$ cat src/rtl/csa_pkg.sv
// Shared constants and state encoding for the nibble-serial add/subtract unit.
// Latency: none (declarations only).
// Backpressure: not applicable.
package csa_pkg;

    // Width of one carry-select slice processed per clock.
    localparam int SLICE_W = 4;

    // Sequencer states of the serial datapath.
    typedef enum logic [1:0] {
        IDLE = 2'd0,
        RUN  = 2'd1,
        DONE = 2'd2
    } state_t;

endpackage

$ cat src/rtl/csa_slice4.sv
// 4-bit carry-select adder slice: two ripple chains (cin=0/1) muxed by c_in.
// Latency: purely combinational.
// Backpressure: not applicable.
module csa_slice4
    import csa_pkg::*;
(
    input  logic [SLICE_W-1:0] a,
    input  logic [SLICE_W-1:0] b,
    input  logic               c_in,
    output logic [SLICE_W-1:0] sum,
    output logic               c_out,
    output logic               c_msb
);

    // Both carry-in cases ripple in parallel; the late-arriving c_in only drives the final mux.
    always_comb begin
        logic [SLICE_W:0]   k0;
        logic [SLICE_W:0]   k1;
        logic [SLICE_W-1:0] s0;
        logic [SLICE_W-1:0] s1;
        k0    = '0;
        k1    = '0;
        s0    = '0;
        s1    = '0;
        k0[0] = 1'b0;
        k1[0] = 1'b1;
        for (int i = 0; i < SLICE_W; i++) begin
            s0[i]   = a[i] ^ b[i] ^ k0[i];
            k0[i+1] = (a[i] & b[i]) | (a[i] & k0[i]) | (b[i] & k0[i]);
            s1[i]   = a[i] ^ b[i] ^ k1[i];
            k1[i+1] = (a[i] & b[i]) | (a[i] & k1[i]) | (b[i] & k1[i]);
        end
        sum   = c_in ? s1 : s0;
        c_out = c_in ? k1[SLICE_W] : k0[SLICE_W];
        c_msb = c_in ? k1[SLICE_W-1] : k0[SLICE_W-1];
    end

endmodule

$ cat src/rtl/nibble_serial_addsub.sv
// Serial add/subtract: one 4-bit carry-select slice per clock, LSB slice first.
// Latency: accept at edge k, out_valid rises after edge k+WIDTH/4; one op per N+2 cycles.
// Backpressure: in_ready only in IDLE; DONE holds result and flags until out_ready.
module nibble_serial_addsub
    import csa_pkg::*;
#(
    parameter int WIDTH = 16
) (
    input  logic             clk,
    input  logic             reset,
    input  logic             in_valid,
    output logic             in_ready,
    input  logic [WIDTH-1:0] a,
    input  logic [WIDTH-1:0] b,
    input  logic             sub,
    output logic             out_valid,
    input  logic             out_ready,
    output logic [WIDTH-1:0] result,
    output logic             c_out,
    output logic             overflow
);

    // WIDTH is expected to be a multiple of SLICE_W and at least two slices wide.
    localparam int N     = WIDTH / SLICE_W;
    localparam int CNT_W = (N > 1) ? $clog2(N) : 1;
    localparam logic [CNT_W-1:0] LAST_SLICE = CNT_W'(N - 1);

    state_t             state;
    logic [WIDTH-1:0]   a_q;
    logic [WIDTH-1:0]   b_q;
    logic               sub_q;
    logic               carry_q;
    logic [CNT_W-1:0]   cnt;

    logic [SLICE_W-1:0] slice_a;
    logic [SLICE_W-1:0] slice_b;
    logic [SLICE_W-1:0] slice_sum;
    logic               slice_cout;
    logic               slice_cmsb;

    // Pick the current slice of the latched operands; subtraction adds ~b with carry preset to 1.
    always_comb begin
        slice_a = a_q[int'(cnt) * SLICE_W +: SLICE_W];
        slice_b = b_q[int'(cnt) * SLICE_W +: SLICE_W];
        if (sub_q) begin
            slice_b = ~slice_b;
        end
    end

    csa_slice4 u_slice (
        .a     (slice_a),
        .b     (slice_b),
        .c_in  (carry_q),
        .sum   (slice_sum),
        .c_out (slice_cout),
        .c_msb (slice_cmsb)
    );

    // Sequencer with registered handshake outputs; result is overwritten slice by slice in RUN.
    always_ff @(posedge clk or posedge reset) begin
        if (reset) begin
            state     <= IDLE;
            in_ready  <= 1'b1;
            out_valid <= 1'b0;
            a_q       <= '0;
            b_q       <= '0;
            sub_q     <= 1'b0;
            carry_q   <= 1'b0;
            cnt       <= '0;
            result    <= '0;
            c_out     <= 1'b0;
            overflow  <= 1'b0;
        end else begin
            case (state)
                IDLE: begin
                    if (in_valid) begin
                        a_q      <= a;
                        b_q      <= b;
                        sub_q    <= sub;
                        carry_q  <= sub;
                        cnt      <= '0;
                        in_ready <= 1'b0;
                        state    <= RUN;
                    end
                end
                RUN: begin
                    result[int'(cnt) * SLICE_W +: SLICE_W] <= slice_sum;
                    carry_q <= slice_cout;
                    if (cnt == LAST_SLICE) begin
                        // The top slice supplies both the final carry and the sign-bit carries.
                        c_out     <= slice_cout;
                        overflow  <= slice_cmsb ^ slice_cout;
                        out_valid <= 1'b1;
                        state     <= DONE;
                    end else begin
                        cnt <= cnt + 1'b1;
                    end
                end
                DONE: begin
                    if (out_ready) begin
                        out_valid <= 1'b0;
                        in_ready  <= 1'b1;
                        cnt       <= '0;
                        state     <= IDLE;
                    end
                end
                default: begin
                    out_valid <= 1'b0;
                    in_ready  <= 1'b1;
                    cnt       <= '0;
                    state     <= IDLE;
                end
            endcase
        end
    end

endmodule

$ cat config.mk
export PLATFORM = sky130hd
export DESIGN_NAME = nibble_serial_addsub
export DESIGN_NICKNAME = d
export VERILOG_FILES = /design/src/rtl/csa_pkg.sv /design/src/rtl/csa_slice4.sv /design/src/rtl/nibble_serial_addsub.sv
export SDC_FILE = /design/constraint.sdc
export NUM_CORES = 1
export LEC_CHECK = 0
export CELL_PAD_IN_SITES_DETAIL_PLACEMENT = 0
export CELL_PAD_IN_SITES_GLOBAL_PLACEMENT = 2
export CORE_MARGIN = 2
export CORE_UTILIZATION = 31
export CTS_BUF_LIST = sky130_fd_sc_hd__clkbuf_16
export DETAILED_ROUTE_END_ITERATION = 16
export MAX_ROUTING_LAYER = met4
export PLACE_DENSITY_LB_ADDON = 0.1
export SYNTH_ARGS = -nofsm -noshare
export SYNTH_HDL_FRONTEND = slang
export SYNTH_SLANG_ARGS = --single-unit
$ cat constraint.sdc
create_clock -name clk -period 2.7 [get_ports clk]
set_input_delay 0.54 -clock clk [delete_from_list [all_inputs] [get_ports clk]]
set_output_delay 0.54 -clock clk [all_outputs]
set_load 0.05 [all_outputs]
==> results.yml <==
timing:
  slew_violations: 0
  skew_ns: 0.00967
  worst_slew_pin_slew_ns: 0.494
  finalCritPeriodShare_pct: 95.8
  min_period_ns: 2.59
  fin_tns_setup_ns: 0
  hold_viol: 0
  max_freq_ghz: 0.386
  max-slew-margin-rel_pct: 67.0
  rsz0062_at_grt: "no"
  setup_violations: 0
yosys:
  async_flop_share_pct: 100
  synthTopCellsByCount: "dfrtp_1 (57), mux2_2 (33), nand2_1 (22), ha_1 (11), mux4_2 (8)"
  ys_types: 47
  yosys_warnings: 0
  syn-cell-area_mm2: 0.00291
  synth_top_area_share_pct: 49.0
  ys_ff_latch: 58
  syn_area_per_cell_um2: 12.7
  synth.most_common_cell: "dfrtp_1"
  synth_nets: 278
  ys_seq_area_share_pct: 49.9
  synth_area_leaders: "dfrtp_1 (49%), mux2_2 (13%), mux4_2 (6.2%)"
  synth_enable_flop_cells: 0
  synth_largest_area_cell: "dfrtp_1"
  synth_ff_type: "dfrtp_1"
  syn-instance-count: 230
min_path:
  min_path_type: "reg -> reg"
global_routing:
  grt_usage_pct: 14.8
  grt_max_degree: 59
  met3_usage_pct: 3.54
  overflow: 0
  grt_first_pass_wirelength_um: 11000
  grtUsageMet1_pct: 19.6
  grt_pass1_vias: 2084
  grt_antenna_before_repair: 0
  grt_use_met2_pct: 22.3
  busiest_layer: "met2"
detailed_routing:
  wl_per_cell_um: 15.7
  drcViolationCount: 0
  drtIter0Drc: 59
  drtAntennaViolNets: 0
  firstDrtPassIters: 4
  vias_per_cell: 4.88
  drt-total-wl_um: 6560
  vias: 2034
setup_path:
  path_class: "reg -> reg"
  crit_path_max_fanout: 6
  critPathRequiredTime_ns: 2.90
  cp-end-kind: "flop"
  r2r_setup_slack_ns: 0.11
  cp.arrival_ns: 2.79
  start_kind: "flop"
floorplanning:
  die_area_mm2: 0.0102
  initial_core_util_pct: 31.7
  ios: 57
  core_mm2: 0.00920
  die_w_um: 101
  rows: 35
  fp.dieH_um: 101
place:
  port_buffers: 56
  hpwlAfterDp_um: 4810
  gp_congestion: 0.741
final_layout:
  nets: 349
  area_growth_pct: 37.8
  diodes: 0
  drive_above_1_share_pct: 27.1
cts:
  cts_tree: "built"
  root_buffer: "clkbuf_16"
  htreeDepth: 3
  ctsHoldBuffers: 0
  cts_sinks: 58
  clkTransAtPathRegs_ns: 0.06
  tritoncts.num_buffers: 9
  clk_latency_ns: 0.33
  clockBufferDepth: 2
flow_run:
  max_cap_viol_count: 0
pwr:
  p_leak_nw: 1.71
  vdd.ir_drop.worst_v: 0.000569
  powerDensity_mw_per_mm2: 1530
  finalPower_w: 0.00615
status:
  status: "finished clean"
## flip-flops by register name, indices dropped and copies added (netlist names)
name and flops:
a_q 16, sub_q 1, carry_q 1, result 16, out_valid 1, overflow 1
c_out 1, state 2, b_q 16, cnt 2, in_ready 1
## critical path, stage by stage (launching register included)
cell and delay, ns:
dfrtp_2 0.43, mux4_2 0.58, xor2_4 0.19, ha_1 0.21, or3_4 0.39, o32ai_4 0.18
nor4_1 0.10, or3_1 0.37
## cell usage in the layout, fill, tap and decap left out, types with 2 or more instances in the layout
cell,count
dfrtp_1,56
clkdlybuf4s50_1,56
mux2_2,33
nand2_1,22
buf_4,14
ha_1,11
clkbuf_16,9
mux4_2,8
o21ai_0,7
inv_1,6
nor2_1,6
o31ai_1,5
and2_1,4
a21oi_1,4
a22o_1,4
mux2i_1,4
a22oi_1,4
xor2_1,3
and3_1,3
a211oi_1,3
clkinv_4,3
nor2b_1,2
nand3_1,2
o21a_1,2
or4_1,2
nor4_1,2
buf_12,2
## worst paths after layout
path	depth (start not counted)	end	startpoint
min in group asynchronous	3	a_q[8]	reset
setup / recovery	7	result[3]	cnt[0]
hold reg to reg	2	result[0]	result[0]
setup reg to reg	7	result[3]	cnt[0]
max in group asynchronous	3	in_ready	reset
hold / removal	2	result[0]	result[0]
## cell families (layout without fill, tap and decap cells)
family	after synthesis	in the layout	share of synthesized area (%)
buf+inv	19	95	2.88
mux	46	46	20.7
fa+ha+maj	11	11	4.73
xor+xnor	6	6	2.71
simple gates	55	55	10.0
flops	58	58	49.9
compound gates	35	35	9.15
## through the flow
step	cells	hold slack (ns)	cell area, µm²	setup WS, ns	utilization [%]
6_report	417	0.483	4020	0.112	43.7
3_5_place_dp	401	0.475	3710	0.0599	40.4
3_3_place_gp	401	0.468	3710	0.132	40.4
2_1_floorplan	230	0.475	2920	0.0121	-
4_1_cts	417	0.488	4010	0.0407	43.6
5_1_grt	417	0.512	4020	0.00344	43.7
## what timing repair did
action                     in CTS  in global routing
gates resized for setup         0                  1
setup buffers                   0                  0
setup endpoints to repair       0                  8
## per-layer routing
layer / part of all wire, % / wire, µm / vias to the layer above
met2: 48 / 3150 / 45
met1: 47 / 3110 / 997
li1: - / - / 984
met3: 3.2 / 213 / 8
met5: 0 / 0 / -
met4: 1.2 / 76 / 0
## report_power, final
group	switching (W)	internal (W)
registers	0.000288	0.00127
logic	0.00183	0.00160
clock network	0.000438	0.000720
total	0.00255	0.00359
## area by class of cell
type                    count  area (µm²)
flip-flops and latches     58        1450
inverters                   7        26.3
multi-input cells         153        1390
well taps                 111         139
clock inverters             7        77.6
repair buffers             72         706
clock buffers               9         225
fillers                   899        5180
(Power assumes the default switching activity.)
